<file path="src/rtl/perf_counter_bank.sv">
// Bank of memory-mapped event counters: per-channel cycle or run counting,
// run-length threshold, wrap/saturate overflow with a sticky flag.
module perf_counter_bank #(
    parameter int          NUM_CH    = 9,
    parameter int          WIDTH     = 16,
    parameter logic [15:0] BASE_ADDR = 16'hFF00,
    parameter bit          SATURATE  = 1'b1,
    parameter int          THRESH_W  = 8
) (
    input  logic              clk,
    input  logic              reset_n,
    input  logic [NUM_CH-1:0] events,
    input  logic              freeze,
    input  logic [15:0]       bus_addr,
    input  logic              bus_read,
    input  logic              bus_write,
    input  logic [15:0]       bus_wdata,
    output logic              bus_hit,
    output logic              bus_resp,
    output logic [15:0]       bus_rdata
);

    localparam logic [15:0] BASE_WORD = {1'b0, BASE_ADDR[15:1]};
    localparam logic [15:0] NCH       = 16'(NUM_CH);
    localparam logic [15:0] NREG      = 16'(2 * NUM_CH);

    logic [15:0] word_off;
    logic [15:0] sel_idx;
    logic [4:0]  sel_ch;
    logic        sel_cfg;
    logic        wr_acc;
    logic        req_acc;
    logic [15:0] rd_mux;
    logic        unused_bits;

    // Addresses below the base wrap to large offsets and so fall outside the window.
    assign word_off = {1'b0, bus_addr[15:1]} - BASE_WORD;
    assign bus_hit  = (word_off < NREG);
    assign sel_cfg  = (word_off >= NCH);
    assign sel_idx  = sel_cfg ? (word_off - NCH) : word_off;
    assign sel_ch   = sel_idx[4:0];
    assign wr_acc   = bus_hit && bus_write;
    assign req_acc  = bus_hit && (bus_read || bus_write);

    assign unused_bits = ^{bus_addr[0], sel_idx[15:5], bus_wdata};

    logic [15:0] cnt_view [NUM_CH];
    logic [15:0] cfg_view [NUM_CH];

    generate
        for (genvar gi = 0; gi < NUM_CH; gi++) begin : g_ch
            logic [WIDTH-1:0]    cnt_reg;
            logic [THRESH_W-1:0] thresh_reg;
            logic [THRESH_W-1:0] run_reg;
            logic [1:0]          mode_reg;
            logic                ovf_reg;
            logic                sel;
            logic                cnt_wr;
            logic                cfg_wr;
            logic                inc;
            logic                at_max;

            assign sel    = (sel_ch == 5'(gi));
            assign cnt_wr = wr_acc && sel && !sel_cfg;
            assign cfg_wr = wr_acc && sel && sel_cfg;
            assign at_max = &cnt_reg;
            assign inc    = !freeze && events[gi] &&
                            ((mode_reg == 2'b00) ||
                             (mode_reg == 2'b01 && run_reg == thresh_reg));

            always_ff @(posedge clk or negedge reset_n) begin
                if (!reset_n) begin
                    cnt_reg    <= '0;
                    thresh_reg <= '0;
                    run_reg    <= '0;
                    mode_reg   <= 2'b00;
                    ovf_reg    <= 1'b0;
                end else begin
                    // A bus load wins over an increment due in the same cycle.
                    if (cnt_wr) begin
                        cnt_reg <= bus_wdata[WIDTH-1:0];
                    end else if (inc) begin
                        if (!at_max) begin
                            cnt_reg <= cnt_reg + 1'b1;
                        end else if (!SATURATE) begin
                            cnt_reg <= '0;
                        end
                    end

                    if (cfg_wr) begin
                        thresh_reg <= bus_wdata[THRESH_W-1:0];
                        mode_reg   <= bus_wdata[13:12];
                    end

                    if (inc && !cnt_wr && at_max) begin
                        ovf_reg <= 1'b1;
                    end else if (cfg_wr && bus_wdata[15]) begin
                        ovf_reg <= 1'b0;
                    end

                    if (!freeze) begin
                        if (!events[gi]) begin
                            run_reg <= '0;
                        end else if (!(&run_reg)) begin
                            run_reg <= run_reg + 1'b1;
                        end
                    end
                end
            end

            assign cnt_view[gi] = 16'(cnt_reg);
            assign cfg_view[gi] = {ovf_reg, 1'b0, mode_reg, 12'h000} | 16'(thresh_reg);
        end
    endgenerate

    always_comb begin
        rd_mux = '0;
        for (int i = 0; i < NUM_CH; i++) begin
            if (sel_ch == 5'(i)) begin
                rd_mux = sel_cfg ? cfg_view[i] : cnt_view[i];
            end
        end
    end

    // Response carries the value seen before this edge's update.
    always_ff @(posedge clk or negedge reset_n) begin
        if (!reset_n) begin
            bus_resp  <= 1'b0;
            bus_rdata <= '0;
        end else begin
            bus_resp <= req_acc;
            if (req_acc) begin
                bus_rdata <= rd_mux;
            end
        end
    end

endmodule

</file>
<file path="config.mk">
export PLATFORM = sky130hd
export DESIGN_NAME = perf_counter_bank
export DESIGN_NICKNAME = d
export VERILOG_FILES = /design/src/rtl/perf_counter_bank.sv
export SDC_FILE = /design/constraint.sdc
export NUM_CORES = 1
export LEC_CHECK = 0
export BUFFER_PORTS_ARGS = -buffer_cell sky130_fd_sc_hd__buf_4
export CAP_MARGIN = 20
export CORE_AREA = 2 2 200 350
export DETAILED_ROUTE_END_ITERATION = 12
export DIE_AREA = 0 0 202 352
export PLACE_DENSITY = 0.39
export SLEW_MARGIN = 10
export SYNTH_ARGS = -nofsm -noshare
export SYNTH_HDL_FRONTEND = slang
export SYNTH_SLANG_ARGS = --single-unit
</file>
<file path="constraint.sdc">
create_clock -name clk -period 6.3 [get_ports clk]
set_clock_uncertainty 0.05 [all_clocks]
set_input_delay 0.63 -clock clk [delete_from_list [all_inputs] [get_ports clk]]
set_output_delay 0.63 -clock clk [all_outputs]
set_load 0.03 [all_outputs]
</file>
==> results, run 1 <==
- The run finished with clean final reports.
- The sequential power share is a little under half.
- The critical path capture point type is a flip-flop.
- In this design, the stage delay of the slowest critical-path cell is ~840 ps.
- The first-pass GRT wire length is between 100000 and 150000 um.
- Multiplexer cells account for 10.8% of the synthesized area.
- Of the synthesized area, sequential elements account for 42.3%.
- For this run, the detailed router's first-pass iteration total came to 6.
- CTS built an H-tree with a depth of 2.
- The global placer's final weighted congestion is 0.914.
- On the critical path, the stage with the largest delay is an instance of nand4_1.
- The Yosys warning count is 0.
- Setup total negative slack on the finished layout was measured at 0 ps.
- The proportion of register bits with asynchronous set or reset after synthesis is 100%.
- The synthesized netlist devotes about a fifth of its cell area to simple gates.
- In the synthesized netlist, the number of instances is about 2100.
- The share of the synthesized area in compound gates (AO/OA/AOI/OAI) is between 10% and 20%.
- Once placement completed, the tool counted placed cells totaling approximately 3000.
- VDD sags by at most ~0.16 mV.
- The y dimension of the die is 352 um.
- The final net count is roughly 2200.
- The standby leakage power is 9.44 nW.
- In this run the worst setup path begins at bus_addr[8].
- The TritonCTS clock tree is built.
- Detailed placement finished with a half-perimeter wire length of 54400 um.
- For this block, the via count after detailed routing is between 15000 and 20000.
- The biggest area contributor in the post-synthesis netlist is dfrtp_1.
- The number of clock sinks is 332.
- The routed design could run at a clock period as short as ~4300 ps.
- After clock tree synthesis, the setup repair step added 0 buffers.
- The number of synthesized flops with an enable pin is 0.
- In the layout the commonest cells are dfrtp_1, nand2_1, nor2_1, xnor2_1, a21oi_1.
- The most common library cell in the layout ignoring fill and taps is dfrtp_1.
- Data on the critical path is required at its endpoint by 6670 ps.
- After detailed routing, the number of vias per cell comes to slightly above 5.
- Counting flops and latches in the post-synthesis netlist gives between 300 and 400.
- The final critical-path share of the clock period is 68.3%.
- The core utilization of the finished layout is 32.5%.
- The data arrival time of the worst path is between 4000 and 5000 ps.
- The number of library cell types mapped by synthesis is between 80 and 90.
- By area, the combinational part of the netlist is dominated by simple AND/OR/NAND/NOR gates.
- The clock share of power is approximately two fifths.
- The tightest min-delay check is of the in -> async type.
- The first routing iteration left 955 violations.
- The adder and majority cell fraction of the synthesized area is around 1.3%.
- The combined area of all synthesized cells is approximately 20000 um2.
- At the later pin of the worst-skew pair, clock insertion delay measures 560 ps.
- The die covers about 70000 um2.
- The count of buffers added on input and output ports is a little over 60.
- In this run the critical register-to-register path is captured at g_ch[4].cnt_reg[11]$_DFFE_PN0P_.
- The slack of the critical path is 1990 ps.
- Dividing the detail-routed wire length by the instance count gives about 25 um.
- The DRC violation count after routing is 0.
- Setup repair after global routing left no endpoint under its margin.
- The total global-route track usage is 21.4%.
- The post-cts gate resize count is 0.
- In this run the biggest area consumer among cell types represents roughly 42% of the synthesized area.
- No sink is reached through more buffers than the 3 on the longest clock path.
- Summed over all nets, the switching power comes to approximately 1.7 mW.
- The parity-gate share of the synthesized area counting xor and xnor cells is approximately a tenth.
- In this run the worst setup path terminates at g_ch[5].cnt_reg[0]$_DFFE_PN0P_.
- The count of max-cap constraint violations is 0.
- The effective utilization at floorplan is between 20 and 30%.
- Setup violations remaining at the end of the flow were counted as 0.
- The most used cell along the critical path is buf_4.
- For this design the top-level I/O count stands at between 60 and 70.
- For flop-to-flop paths, the worst setup slack is ~3100 ps.
- The number of clock buffers added by TritonCTS is 38.
- The total count of max-transition violations in the final report came to 0.
- The number of endpoints with negative hold slack in the final report is 0.
- The initial antenna violation count is 1.
- The headroom to the max-slew limit is between 15 and 20%.
- The most frequently used flop master after synthesis is dfrtp_1.
- The fraction of power spent switching nets is just under 30%.
- The via count of the first global-routing pass is around 16000.
- Entering global routing, the biggest net connects around 130 pins.
- Prior to clock tree synthesis, the placed netlist has a worst setup slack of around 1500 ps.
- The worst hold slack after final layout is around 39 ps.
- The count of inserted antenna diode cells is 0.
- The clock root buffer master is clkbuf_16.
- Once detail routing completed, the nets flagged for antenna violations numbered 0.
- The number of flip-flops under the largest register name is 144.
- The standard cell core area is between 60000 and 70000 um2.
- Derived from the worst setup path, the maximum achievable clock frequency is around 230 MHz.
- Traced cell by cell, the critical path runs through buf_4 -> ha_1 -> or2b_1 -> or4_1 -> nor2_4 -> and3_1 -> nand4_1 -> buf_4 -> nor2_1 -> a21oi_1.
- The fraction of layout cells with a size suffix above 1 is between 10% and 20%.
- The final non-filler cell total is 3077.
- The startpoint of the lowest-slack register-to-register path is g_ch[4].cnt_reg[0]$_DFFE_PN0P_.
- Combinational cells account for 12.8% of the total power.
- The CTS clock-pin slew for the worst setup and hold paths is 60 ps.
- The internal power is 4.04 mW.
- In the post-synthesis netlist, the biggest area contributors are dfrtp_1, xnor2_1, nand2_1, mux2_2, xor2_1.
- The number of nets handed over by synthesis was 2211.
- Summed over all layers, the global routing overflow is 0.
- After clock tree synthesis, the flow added hold-fix buffers numbering 0.
- The slew at the pin closest to its max-slew limit is between 1000 and 1500 ps.
- Power spread over the standard cell area amounts to approximately 260 nW/um2.
- The die width is roughly 200 um.
- The kind of start point of the critical path is an input port.
- The floorplan has 127 rows.
- In this run the worst path has a maximum fanout of 19.
- The post-synthesis average cell area is approximately 9 um2.
- From synthesis to final layout, the design area changed by 13.0%.
- The classification of the worst setup path is in -> reg.
- The final wirelength is 75800 um.
- For the worst flop-to-flop path, the logic depth is 9.
-- worst min path at each step --
| stage | from | cells after the start | slack [ps] | end |
|---|---|---|---|---|
| after floorplan | reset_n | 0 | 280 | bus_rdata[0]$_DFFE_PN0P_ |
| after global placement | g_ch[1].ovf_reg$_DFFE_PN0P_ | 1 | 430 | g_ch[1].ovf_reg$_DFFE_PN0P_ |
| after detailed placement | g_ch[0].ovf_reg$_DFFE_PN0P_ | 1 | 430 | g_ch[0].ovf_reg$_DFFE_PN0P_ |
| after CTS | reset_n | 1 | 90 | g_ch[1].cnt_reg[11]$_DFFE_PN0P_ |
| after global routing | reset_n | 1 | 110 | g_ch[1].cnt_reg[11]$_DFFE_PN0P_ |
| final | reset_n | 1 | 40 | g_ch[1].cnt_reg[11]$_DFFE_PN0P_ |
-- metal layers --
layer / GRT usage, % / up-vias / share of wire [%] / wire [um]
li1: - / 7522 / - / -
met1: 23.8 / 7956 / 38 / 29000
met2: 40.3 / 347 / 54 / 40700
met3: 1.92 / 126 / 2.9 / 2160
met4: 10.3 / 0 / 5.3 / 4030
met5: 0 / - / 0 / 0
-- cells in the mapped netlist (4+ instances only) --
library cell and number:
nand2_1 291, mux2i_1 65, o31ai_1 21, nor3_1 33, and2_1 14, o22ai_1 15
buf_4 5, buf_2 30, or2_2 5, mux4_2 11, mux2_2 73, a22oi_1 6
o211ai_1 6, clkbuf_1 63, a221oi_1 4, ha_1 21, a21oi_1 133, a41oi_1 5
o21ai_0 120, inv_1 43, dfrtp_1 332, xnor2_1 137, nand3b_1 4, o2bb2ai_1 4
xor2_1 89, nor4_1 13, buf_6 5, a211oi_1 8, and4_1 12, buf_1 15
nand4_1 57, nor2_1 194, nand3_1 121, nand2b_1 4, mux2_1 11, mux2_4 18
nor2b_1 10, or3_1 9, or4_1 7, o21ai_1 8, nor4bb_1 4, and3_1 49
a31oi_1 19
-- worst max-delay path: cells and delay by family --
kind / cells / cell delay, ps
buffers and inverters: 2 / 630
AOI/OAI and AO/OA: 1 / 50
adders and majority gates: 1 / 280
and+or+nand+nor: 6 / 3070
-- kinds of logic after synthesis --
group	count (synthesis)
compound gates	379
simple gates	845
flops	332
mux	178
buf+inv	163
xor+xnor	226
fa+ha+maj	21
-- stage by stage --
step | cell area, um2 | power (mW)
3_3_place_gp | 20900 | 3.37
4_1_cts | 22200 | 5.82
3_5_place_dp | 20900 | 3.39
2_1_floorplan | 19600 | 3.04
5_1_grt | 22200 | 5.99
6_report | 22200 | 5.74
-- final cells by class --
cell class	instances	area, um2
Multi-Input combinational cell	1649	10600
Timing Repair Buffer	81	648
Fill cell	7086	46000
Sequential cell	332	8310
Clock inverter	10	133
Tap cell	903	1130
Clock buffer	57	1170
Inverter	45	169
-- power groups by stage --
stage | combinational [mW] | sequential, mW | clock [mW]
detailed placement | 0.741 | 2.65 | 0
global route | 0.830 | 2.63 | 2.53
global placement | 0.730 | 2.64 | 0
CTS | 0.746 | 2.61 | 2.47
floorplan | 0.505 | 2.53 | 0
finish | 0.736 | 2.61 | 2.40
Note: power is estimated with default switching activity, not from simulation.
==> run 2: changes to the inputs <==
ABC_AREA = 1   (was not set)
CORE_AREA = 2 2 204 356   (was 2 2 200 350)
DIE_AREA = 0 0 206 358   (was 0 0 202 352)
clock period = 4.04 ns   (was 6.3 ns; I/O delays follow)
==> results, run 2 <==
- The number of synthesized flops with an enable pin is 0 (unchanged).
- The synthesized netlist net count is 2771 (+25%).
- The shortest period the worst path allows is roughly 3400 ps.
- The clock share of power came to 39.7% (-2.1 points).
- The required time reported for the critical path endpoint was 4460 ps (-2210 ps).
- The DRC violation count after routing was 0 (unchanged).
- Setup repair after global routing left no endpoint under its margin.
- For this run, the top clock speed supported by timing is just under 300 MHz.
- The number of violations reported at the end of detailed-routing iteration 0 is 1304 (+37%).
- The count of max-cap constraint violations came to 0 (unchanged).
- The TritonCTS clock tree is built.
- The final non-filler cell total is 3704 (+20%).
- The post-synthesis instance total is 2704 (+26%).
- The number of endpoints with negative hold slack in the final report is 0 (unchanged).
- The number of search-and-repair iterations in the first detailed-routing pass is 7 (+1).
- The CTS clock-pin slew for the worst setup and hold paths is 60 ps (about the same).
- The standby leakage power came to 10.4 nW (+10%).
- The sequential fraction of the synthesis area is 40.8% (-1.5 points).
- The slew at the pin closest to its max-slew limit is 936 ps (-286 ps).
- The number of buffers on the longest clock path is 3 (unchanged).
- The number of levels in the clock H-tree came to 2 (unchanged).
- The fraction of power spent switching nets is 32.7% (+3.1 points).
- The classification of the worst setup path is in -> reg.
- The first-pass GRT wire length was 123000 um (+9.0%).
- The number of clock sinks is 332 (unchanged).
- The average wire length per cell after detail routing is 22.3 um (-9.4%).
- The Yosys warning count is 0 (unchanged).
- The global placer's final weighted congestion is 0.896 (-2.0%).
- The tightest min-delay check is of the in -> reg type.
- The final wirelength is 82700 um (+9.1%).
- The number of clock buffers inserted by TritonCTS is 40 (+5.3%).
- The total count of max-transition violations in the final report is 0 (unchanged).
- In the layout the commonest cells are nand2_1, dfrtp_1, inv_1, o21ai_0, nand3_1.
- The flow ran to the end, and the final reports show no timing, DRC or antenna violations.
- The total global-route track usage came to 22.6% (+1.2 points).
- The y dimension of the die is 358 um (+1.7%).
- The family of cells with the greatest summed delay on the critical path is simple AND/OR/NAND/NOR gates.
- The total die area is 73700 um2 (+3.7%).
- The power density over the cells is 407 nW/um2 (+57%).
- The final net count is 2823 (+28%).
- The initial antenna violation count is 3 (+2).
- The effective utilization at floorplan is 28.8% (about the same).
- The switching power is 3.10 mW (+82%).
- The slowest cell on the critical path is nand2_1.
- The worst setup path is captured at a flip-flop.
- The clock latency reported for the late side of the worst-skew pair is 610 ps (+50 ps).
- The combined buffer and inverter count along the critical path came to 3 (+1).
- The detailed placer's ending HPWL was 60400 um (+11%).
- The count of nets left with antenna violations after detail routing came to 0 (unchanged).
- The standard cell core area is 70700 um2 (+3.7%).
- The total cell area at the placement stage is 21900 um2 (+5.2%).
- The maximum single-stage delay on the critical path is 550 ps (-290 ps).
- The clock root buffer master is clkbuf_16.
- The die width is 206 um (+2.0%).
- The number of placed instances, taps included is 3626 (+21%).
- The maximum number of pins on one net before global-route repair is 90 (-29%).
- The fraction of layout cells with a size suffix above 1 is 9.08% (-3.4 points).
- The number of library cell types mapped by synthesis came to 50 (-38%).
- The power share of the combinational group came to 17.3% (+4.5 points).
- The number of vias in the routed layout is 19000 (+19%).
- By area the synthesized netlist is led by dfrtp_1, nand2_1, o21ai_0, nand3_1, inv_1.
- The cell area after layout was 23300 um2 (+5.1%).
- The data arrival time of the worst path came to 3810 ps (-870 ps).
- Among all flip-flop cells after synthesis, the most frequent one is dfrtp_1.
- The number of primary I/O pins was 64 (unchanged).
- The buffers inserted during post-CTS setup optimization came to 0 (unchanged).
- The largest vdd supply drop is 0.262 mV (+68%).
- The critical path goes through buf_4 -> ha_1 -> inv_1 -> nand4_1 -> nor2_2 -> nand2_2 -> nand3_2 -> nand2_2 -> nor2_4 -> inv_2 -> nor2_4 -> nand2_1 -> o21ai_0 -> o31ai_1.
- The final critical-path share of the clock period is a little over four fifths.
- The worst hold slack after final layout is 28.8 ps (-10.7 ps).
- The internal power is 6.37 mW (+58%).
- The number of core rows came to 129 (+1.6%).
- The headroom to the max-slew limit is 37.4% (+19 points).
- The via density per instance is 5.12 (-1.3%).
- The area share of the leading cell type in the synthesized netlist is 40.8% (-1.5 points).
- The critical-path maximum fanout was 21 (+2).
- The synthesis-stage register bit count is 332 (unchanged).
- The number of port buffers was 62 (unchanged).
- The worst setup path is launched from an input port.
- The post-synthesis average cell area is 7.53 um2 (-18%).
- The proportion of register bits with asynchronous set or reset after synthesis is 100% (unchanged).
- The post-synthesis to final-layout area growth is 14.5%.
- In the synthesized netlist, the cells that appear most often are nand2_1, dfrtp_1, inv_1.
- The total setup violations reported at the end of the flow is 0 (unchanged).
- The combined area of all synthesized cells is 20400 um2 (+3.7%).
- The most common library cell in the layout ignoring fill and taps is nand2_1.
- The sequential power share is 43.0% (-2.4 points).
- The via count of the first global-routing pass is 18900 (+15%).
- The remaining global-route overflow is 0 (unchanged).
- The number of flip-flops under the largest register name was 144 (unchanged).
- The post-synthesis cell type with the largest combined area is dfrtp_1.
- The summed negative setup slack over all endpoints was 0 ps (unchanged).
- By instance count, the leading cell after synthesis is nand2_1.
run 2: changes by cell type after synthesis, moves of 63 or more:
cell      delta
nand2_1    +345
inv_1      +274
o21ai_0    +142
nand3_1    +117
a21oi_1     -80
o221ai_1    +79
xnor2_1     -75
mux2_2      -73
mux2i_1     -63
run 2: repair_timing:
action / CTS / global route
resized for setup: 0 / 0
setup endpoints to repair: 0 / 0
hold buffers: 3 / 0
hold endpoints to repair: 84 / 0
run 2: logic make-up (layout without fill, tap and decap cells):
family | after synthesis | count (layout) | synth area share [%]
XOR/XNOR | 166 | 166 | 7.14
flip-flops | 332 | 332 | 40.8
multiplexers | 2 | 2 | 0.0984
adder cells (fa/ha/maj) | 21 | 21 | 1.29
AND/OR/NAND/NOR | 1262 | 1262 | 27.7
other | 0 | 1 | 0
AO/OA/AOI/OAI | 481 | 481 | 14.4
buffers and inverters | 440 | 522 | 8.56
run 2: cell type report:
cell class,instances,area [um2]
inverters,333,1250
clock buffers,54,1130
multi-input cells,1932,10300
flip-flops and latches,332,8310
clock inverters,18,160
well taps,917,1150
fillers,7582,47400
repair buffers,117,983
diodes,1,2.50
run 2: per-stage QoR:
step	worst slack (ps)	power (mW)	utilization, %
after CTS	682	9.62	32.9
after floorplan	1490	5.09	-
after detailed placement	58.6	5.77	31.0
after global routing	385	9.97	32.9
final	650	9.48	33.0
after global placement	54.2	5.73	31.0
run 2: per-layer routing:
metal	GRT usage, %	part of all wire [%]	vias to the layer above
li1	-	-	9131
met1	26.2	39	9225
met2	41.2	52	443
met3	2.52	3.8	156
met4	10.4	4.8	0
met5	0	0	-
run 2: worst paths after layout:
kind,from,depth (start not counted),end,slack (ps)
min reg2reg,bus_rdata[8]$_DFFE_PN0P_,2,bus_rdata[8]$_DFFE_PN0P_,430
max,bus_addr[8],14,g_ch[8].ovf_reg$_DFFE_PN0P_,650
max reg2reg,g_ch[7].cnt_reg[0]$_DFFE_PN0P_,13,g_ch[7].cnt_reg[14]$_DFFE_PN0P_,820
min in group asynchronous,reset_n,2,g_ch[2].thresh_reg[5]$_DFFE_PN0P_,360
max in group asynchronous,reset_n,3,g_ch[3].run_reg[5]$_DFFE_PN0P_,2490
min,bus_wdata[6],3,g_ch[1].cnt_reg[6]$_DFFE_PN0P_,30
run 2: power by group through the flow:
| stage | clock network, mW | logic (mW) | registers [mW] |
|---|---|---|---|
| finish | 3.76 | 1.64 | 4.08 |
| global route | 4.00 | 1.84 | 4.13 |
| global placement | 0 | 1.61 | 4.12 |
| detailed placement | 0 | 1.64 | 4.13 |
| CTS | 3.89 | 1.65 | 4.08 |
| floorplan | 0 | 1.08 | 4.01 |
run 2: worst min-delay path, cell delays in order:
cell	delay [ps]
buf_4	110
o21ai_1	70
nand2_1	50
